### src/rtl/relogio_display_7seg_pkg.sv
// Shared types and constants for the HH.MM.SS multiplexed 7-segment display stage.
// Latency: n/a (declarations and a combinational helper only).
// Backpressure: n/a.
package relogio_pkg;

    typedef enum logic [1:0] {
        MODO_RUN   = 2'd0,
        MODO_HORAS = 2'd1,
        MODO_MIN   = 2'd2,
        MODO_SEG   = 2'd3
    } modo_t;

    // Active-low segment patterns {g,f,e,d,c,b,a}
    localparam logic [6:0] SEG_BLANK = 7'h7F;
    localparam logic [6:0] SEG_DASH  = 7'h3F;

    // Digit positions, right to left on the display
    localparam logic [2:0] DIG_SEG_U = 3'd0;
    localparam logic [2:0] DIG_SEG_D = 3'd1;
    localparam logic [2:0] DIG_MIN_U = 3'd2;
    localparam logic [2:0] DIG_MIN_D = 3'd3;
    localparam logic [2:0] DIG_HOR_U = 3'd4;
    localparam logic [2:0] DIG_HOR_D = 3'd5;
    localparam logic [2:0] DIG_VAZIO = 3'd6;
    localparam logic [2:0] DIG_MODO  = 3'd7;

    typedef struct packed {
        logic [3:0] dezena;
        logic [3:0] unidade;
    } bcd_t;

    // Splits a 6-bit binary value (0..63) into tens and units
    function automatic bcd_t bcd_split(input logic [5:0] valor);
        bcd_t r;
        r.dezena  = 4'(valor / 6'd10);
        r.unidade = 4'(valor % 6'd10);
        return r;
    endfunction

endpackage

### src/rtl/relogio_display_7seg_seg7_decoder.sv
// Decimal digit to active-low 7-segment pattern {g,f,e,d,c,b,a}; codes above 9 blank.
// Latency: purely combinational.
// Backpressure: none.
module seg7_decoder
    import relogio_pkg::*;
(
    input  logic [3:0] digito,
    output logic [6:0] seg
);

    // Fixed lookup of the ten decimal glyphs
    always_comb begin
        seg = SEG_BLANK;
        case (digito)
            4'd0:    seg = 7'h40;
            4'd1:    seg = 7'h79;
            4'd2:    seg = 7'h24;
            4'd3:    seg = 7'h30;
            4'd4:    seg = 7'h19;
            4'd5:    seg = 7'h12;
            4'd6:    seg = 7'h02;
            4'd7:    seg = 7'h78;
            4'd8:    seg = 7'h00;
            4'd9:    seg = 7'h10;
            default: seg = SEG_BLANK;
        endcase
    end

endmodule

### src/rtl/relogio_display_7seg.sv
// Scans an 8-digit common-anode display as HH.MM.SS plus adjust mode, blinking the field being adjusted.
// Latency: outputs follow the selected digit one cycle after each scan tick; a frame uses one input snapshot.
// Backpressure: none; inputs are sampled once per frame and the display free-runs.
module relogio_display_7seg
    import relogio_pkg::*;
#(
    parameter int SCAN_DIV  = 100000,
    parameter int BLINK_DIV = 25000000
) (
    input  logic       clk_i,
    input  logic       rstn_i,
    input  logic [5:0] horas_i,
    input  logic [5:0] minutos_i,
    input  logic [5:0] segundos_i,
    input  logic [1:0] modo_ajuste_i,
    output logic [7:0] an_o,
    output logic [6:0] seg_o,
    output logic       dp_o
);

    localparam int SW = (SCAN_DIV  > 1) ? $clog2(SCAN_DIV)  : 1;
    localparam int BW = (BLINK_DIV > 1) ? $clog2(BLINK_DIV) : 1;

    logic [SW-1:0] scan_cnt;
    logic          scan_tick;
    logic [2:0]    digit_idx;
    logic          ativo;        // set by the first tick; keeps the display dark until then
    logic          captura;

    logic [5:0]    snap_horas;
    logic [5:0]    snap_min;
    logic [5:0]    snap_seg;
    modo_t         snap_modo;

    logic [1:0]    modo_q;
    logic          modo_mudou;
    logic [BW-1:0] blink_cnt;
    logic          blink_vis;

    bcd_t          bcd_h;
    bcd_t          bcd_m;
    bcd_t          bcd_s;
    logic          h_inval;
    logic          m_inval;
    logic          s_inval;

    logic [3:0]    dig;
    logic [6:0]    seg_dec;
    logic [6:0]    seg_nxt;
    logic          dp_nxt;
    logic          dash;
    logic          vazio;
    modo_t         campo;

    assign scan_tick  = (scan_cnt == SW'(SCAN_DIV - 1));
    // Capture on the very first tick and on every 7->0 wrap, so a whole frame shares one snapshot
    assign captura    = scan_tick && (!ativo || (digit_idx == DIG_MODO));
    assign modo_mudou = (modo_ajuste_i != modo_q);

    // Digit-slot timebase
    always_ff @(posedge clk_i or negedge rstn_i) begin
        if (!rstn_i) begin
            scan_cnt <= '0;
        end else if (scan_tick) begin
            scan_cnt <= '0;
        end else begin
            scan_cnt <= scan_cnt + SW'(1);
        end
    end

    // Digit sequencing; the first tick only starts the display at digit 0
    always_ff @(posedge clk_i or negedge rstn_i) begin
        if (!rstn_i) begin
            ativo     <= 1'b0;
            digit_idx <= 3'd0;
        end else if (scan_tick) begin
            ativo <= 1'b1;
            if (ativo) begin
                digit_idx <= digit_idx + 3'd1;
            end
        end
    end

    // Frame snapshot of the time and mode inputs
    always_ff @(posedge clk_i or negedge rstn_i) begin
        if (!rstn_i) begin
            snap_horas <= '0;
            snap_min   <= '0;
            snap_seg   <= '0;
            snap_modo  <= MODO_RUN;
        end else if (captura) begin
            snap_horas <= horas_i;
            snap_min   <= minutos_i;
            snap_seg   <= segundos_i;
            snap_modo  <= modo_t'(modo_ajuste_i);
        end
    end

    // Blink phase; a mode change restarts it visible so the new field shows at once
    always_ff @(posedge clk_i or negedge rstn_i) begin
        if (!rstn_i) begin
            modo_q    <= 2'd0;
            blink_cnt <= '0;
            blink_vis <= 1'b1;
        end else begin
            modo_q <= modo_ajuste_i;
            if (modo_mudou) begin
                blink_cnt <= '0;
                blink_vis <= 1'b1;
            end else if (blink_cnt == BW'(BLINK_DIV - 1)) begin
                blink_cnt <= '0;
                blink_vis <= ~blink_vis;
            end else begin
                blink_cnt <= blink_cnt + BW'(1);
            end
        end
    end

    assign bcd_h   = bcd_split(snap_horas);
    assign bcd_m   = bcd_split(snap_min);
    assign bcd_s   = bcd_split(snap_seg);
    assign h_inval = (snap_horas > 6'd23);
    assign m_inval = (snap_min   > 6'd59);
    assign s_inval = (snap_seg   > 6'd59);

    seg7_decoder u_dec (
        .digito (dig),
        .seg    (seg_dec)
    );

    // Select the digit value for the current slot, then apply blank/dash/blink overrides
    always_comb begin
        dig   = 4'd0;
        dash  = 1'b0;
        vazio = 1'b0;
        campo = MODO_RUN;
        case (digit_idx)
            DIG_SEG_U: begin dig = bcd_s.unidade; dash = s_inval; campo = MODO_SEG;   end
            DIG_SEG_D: begin dig = bcd_s.dezena;  dash = s_inval; campo = MODO_SEG;   end
            DIG_MIN_U: begin dig = bcd_m.unidade; dash = m_inval; campo = MODO_MIN;   end
            DIG_MIN_D: begin dig = bcd_m.dezena;  dash = m_inval; campo = MODO_MIN;   end
            DIG_HOR_U: begin dig = bcd_h.unidade; dash = h_inval; campo = MODO_HORAS; end
            DIG_HOR_D: begin dig = bcd_h.dezena;  dash = h_inval; campo = MODO_HORAS; end
            DIG_VAZIO: vazio = 1'b1;
            default:   dig = {2'b00, snap_modo};
        endcase

        if (vazio || ((snap_modo != MODO_RUN) && !blink_vis && (campo == snap_modo))) begin
            seg_nxt = SEG_BLANK;
        end else if (dash) begin
            seg_nxt = SEG_DASH;
        end else begin
            seg_nxt = seg_dec;
        end

        dp_nxt = !((digit_idx == DIG_MIN_U) || (digit_idx == DIG_HOR_U));
    end

    // Registered display drive; dark until the scan has started
    always_ff @(posedge clk_i or negedge rstn_i) begin
        if (!rstn_i) begin
            an_o  <= 8'hFF;
            seg_o <= SEG_BLANK;
            dp_o  <= 1'b1;
        end else if (ativo) begin
            an_o  <= ~(8'd1 << digit_idx);
            seg_o <= seg_nxt;
            dp_o  <= dp_nxt;
        end else begin
            an_o  <= 8'hFF;
            seg_o <= SEG_BLANK;
            dp_o  <= 1'b1;
        end
    end

endmodule
### config.mk
export PLATFORM = sky130hd
export DESIGN_NAME = relogio_display_7seg
export DESIGN_NICKNAME = d
export VERILOG_FILES = /design/src/rtl/relogio_display_7seg_pkg.sv /design/src/rtl/relogio_display_7seg_seg7_decoder.sv /design/src/rtl/relogio_display_7seg.sv
export SDC_FILE = /design/constraint.sdc
export NUM_CORES = 1
export LEC_CHECK = 0
export ABC_AREA = 1
export CAP_MARGIN = 25
export CORE_MARGIN = 10
export CORE_UTILIZATION = 26
export CTS_CLUSTER_SIZE = 28
export DETAILED_ROUTE_END_ITERATION = 12
export GPL_TIMING_DRIVEN = 0
export SETUP_SLACK_MARGIN = 0.5
export SYNTH_ARGS = -nofsm -noshare
export SYNTH_HDL_FRONTEND = slang
export SYNTH_SLANG_ARGS = --single-unit
### constraint.sdc
create_clock -name clk_i -period 4.25 [get_ports clk_i]
set_input_delay 0.85 -clock clk_i [delete_from_list [all_inputs] [get_ports clk_i]]
set_output_delay 0.85 -clock clk_i [all_outputs]
set_load 0.02 [all_outputs]
==> results.ini <==
[cells_and_area]
seq_area_um2 = 2150
fill_cells = 1855
final_layout_size_suffix_gt1_share_pct = 18.1
final_util_pct = 31.8
fin_nets = 635
mostFrequentLayoutCells = 112 x nand2_1, 68 x inv_1, 68 x dfrtp_1
antenna_cells = 0
multi_input_area_um2 = 2240
final_area_um2 = 5690
syn_to_final_growth_pct = 20.4
layout_commonest_cell = nand2_1

[clock_tree]
cts_tree = yes
htreeDepth = 3
cts_setup_buffers = 0
cts-root-buf = clkbuf_16
cts_buffers = 9
clk_pin_slew_ns = 0.06
clock_path_buffers = 2
numClockSinks = 85
clk_latency_ns = 0.35

[power_and_ir_drop]
vdd_drop_max_uv = 168
p_leak_nw = 2.49
power_mw = 1.76
power_density_nw_per_um2 = 309

[sta]
finalSetupViolations = 0
skew_ns = 0.00474
relSlewSlack_pct = 55.2
final.setup.tns_ns = 0
rsz0062_at_grt = no
min_period_ns = 3.39
maxSlewViolCount = 0
tightestPinTransition_ns = 0.673
finalHoldViolations = 0
max_freq_mhz = 295
period_share_pct = 79.7

[global_route]
grt_pass1_wl_um = 17300
grt.overflow.total = 0
grt_pass1_vias = 3590
gr-usage-all-layers_pct = 8.81
antenna_found_initial = 0
grt_max_degree = 67

[detailed_routing]
dr_wl_met2_um = 4930
drt-total-wl_um = 10200
dr_wl_met3_um = 416
remaining_drc_errors = 0
vias = 3675
top_layer = met4
dr.pass1.iters = 4
wire_per_inst_um = 12.2
via_per_inst = 4.40
drt_iter0_drc = 216
drtAntennaViolNets = 0
wl_met1_um = 4650

[yosys]
ys_ff_latch = 85
syn_area_um2 = 4720
ys_seq_area_share_pct = 45.5
syn_nets = 586
yosys_warnings = 0
synth_cell_types = 45
synth_edf_count = 0
syn-instance-count = 554
synthArstFlopShare_pct = 100
synth.avg_cell_area_um2 = 8.52
synth-main-ff-cell = dfrtp_1

[floorplan]
io_pins = 38
coreArea_um2 = 17900
dieArea_um2 = 24000
die_width_um = 155
rows = 49
start_util_pct = 26.4
die_y_um = 155

[critical_path]
worstSetupPathType = reg2reg
path_max_fanout = 8
cp-end-kind = flop
cp.arrival_ns = 3.67
critPathRequiredTime_ns = 4.54
critPathLaunchType = flop

[outcome]
outcome = finished clean

[placement]
gp_congestion = 0.826
placed_cell_area_um2 = 5400
io_buffer_count = 37
dp_hpwl_um = 7650

[run]
maxCapViolations = 0

[hold_path]
hp-class = in2async

[worst max-delay path, cell delays in order (launching register included)]
cell and delay, ns:
dfrtp_1 0.40, inv_1 0.12, ha_1 0.15, buf_2 0.20
inv_1 0.06, nand2_1 0.09, nand2_4 0.10, o21ai_4 0.22
ha_1 0.26, a21oi_1 0.21, a21oi_4 0.05, nand2_2 0.10
nand2_2 0.06, nand2_2 0.08, nand3_4 0.09, nand2_4 0.10
nand3b_1 0.07, nand3_1 0.09, nand2_1 0.06, nand2_2 0.12
inv_1 0.07, ha_1 0.30, o21ai_0 0.17, nand2_1 0.07
nand2_1 0.06
[stage by stage]
| step | hold WS [ns] | worst slack, ns | cells |
|---|---|---|---|
| 2_1_floorplan | 0.433 | 1.17 | 554 |
| 3_3_place_gp | 0.454 | -0.912 | 820 |
| 3_5_place_dp | 0.460 | 0.797 | 821 |
| 4_1_cts | 0.386 | 0.768 | 836 |
| 5_1_grt | 0.397 | 0.520 | 836 |
| 6_report | 0.387 | 0.864 | 836 |
[flip-flops by register name, summed over array words and instances, names as in the netlist]
register	flops
snap_min	6
scan_cnt	17
blink_vis	1
snap_modo	2
ativo	1
an_o	8
blink_cnt	25
snap_horas	6
dp_o	1
modo_q	2
snap_seg	6
digit_idx	3
seg_o	7
[what timing repair did]
item	in CTS	in global routing
hold buffers	0	0
endpoints found under the setup margin	0	3
gates resized for setup	0	1
[area by class of cell]
class	instances	area share (%)
plain buffers	7	0.616
repair buffers	38	6.95
inverters	78	5.24
clock buffers	14	4.82
clock inverters	1	0.0880
well taps	229	5.04
flip-flops and latches	85	37.8
multi-input cells	384	39.5
[synth_stat cells, types with 3 or more instances]
| master | count | area [um2] |
|---|---|---|
| a21oi_1 | 19 | 95.1 |
| a21oi_4 | 3 | 48.8 |
| a31oi_1 | 3 | 18.8 |
| clkbuf_1 | 5 | 18.8 |
| dfrtp_1 | 68 | 1700 |
| dfstp_2 | 17 | 447 |
| ha_1 | 10 | 125 |
| inv_1 | 68 | 255 |
| inv_2 | 7 | 26.3 |
| mux2_2 | 22 | 248 |
| nand2_1 | 112 | 420 |
| nand2_2 | 16 | 100 |
| nand2_4 | 6 | 67.6 |
| nand3_1 | 30 | 150 |
| nand3_2 | 6 | 60.1 |
| nand4_1 | 11 | 68.8 |
| nor2_1 | 55 | 206 |
| nor2_2 | 4 | 25.0 |
| nor3_1 | 13 | 65.1 |
| nor3b_1 | 8 | 60.1 |
| nor4_1 | 6 | 37.5 |
| o211ai_1 | 4 | 30.0 |
| o21ai_0 | 20 | 100 |
| o21ai_1 | 3 | 15.0 |
| or2_2 | 3 | 18.8 |
| xor2_1 | 9 | 78.8 |
[kinds of logic (layout without fill, tap and decap cells)]
family	Yosys count	after routing	synth area share (%)
muxes	22	22	5.25
adders and majority gates	10	10	2.65
buffers and inverters	85	138	7.05
and+or+nand+nor	281	281	29.4
xor gates and xnor gates	11	11	2.04
AOI/OAI and AO/OA	60	60	8.08
DFF	85	85	45.5
[power by group]
group | switching (mW) | internal [mW] | leakage (nW) | total (mW)
Combinational | 0.104 | 0.0699 | 1.28 | 0.174
Clock | 0.309 | 0.440 | 0.139 | 0.749
Sequential | 0.0114 | 0.824 | 1.06 | 0.836
[final timing paths]
check / from / endpoint / slack (ns) / cells past startpoint
hold reg to reg: scan_cnt[0] / scan_cnt[0] / 0.47 / 1
setup reg to reg: digit_idx[0] / seg_o[3] / 0.86 / 24
max in group asynchronous: rstn_i / an_o[2] / 3.20 / 2
min in group clk_i: scan_cnt[0] / scan_cnt[0] / 0.47 / 1
setup / recovery: digit_idx[0] / seg_o[3] / 0.86 / 24
hold / removal: rstn_i / blink_cnt[3] / 0.39 / 1
[routing by layer]
layer	vias up	GRT usage, %
met5	-	0
met4	0	3.60
met3	12	2.63
met2	58	14.8
met1	1704	10.3
li1	1901	-
No activity file was read; power rests on OpenSTA's default activity.
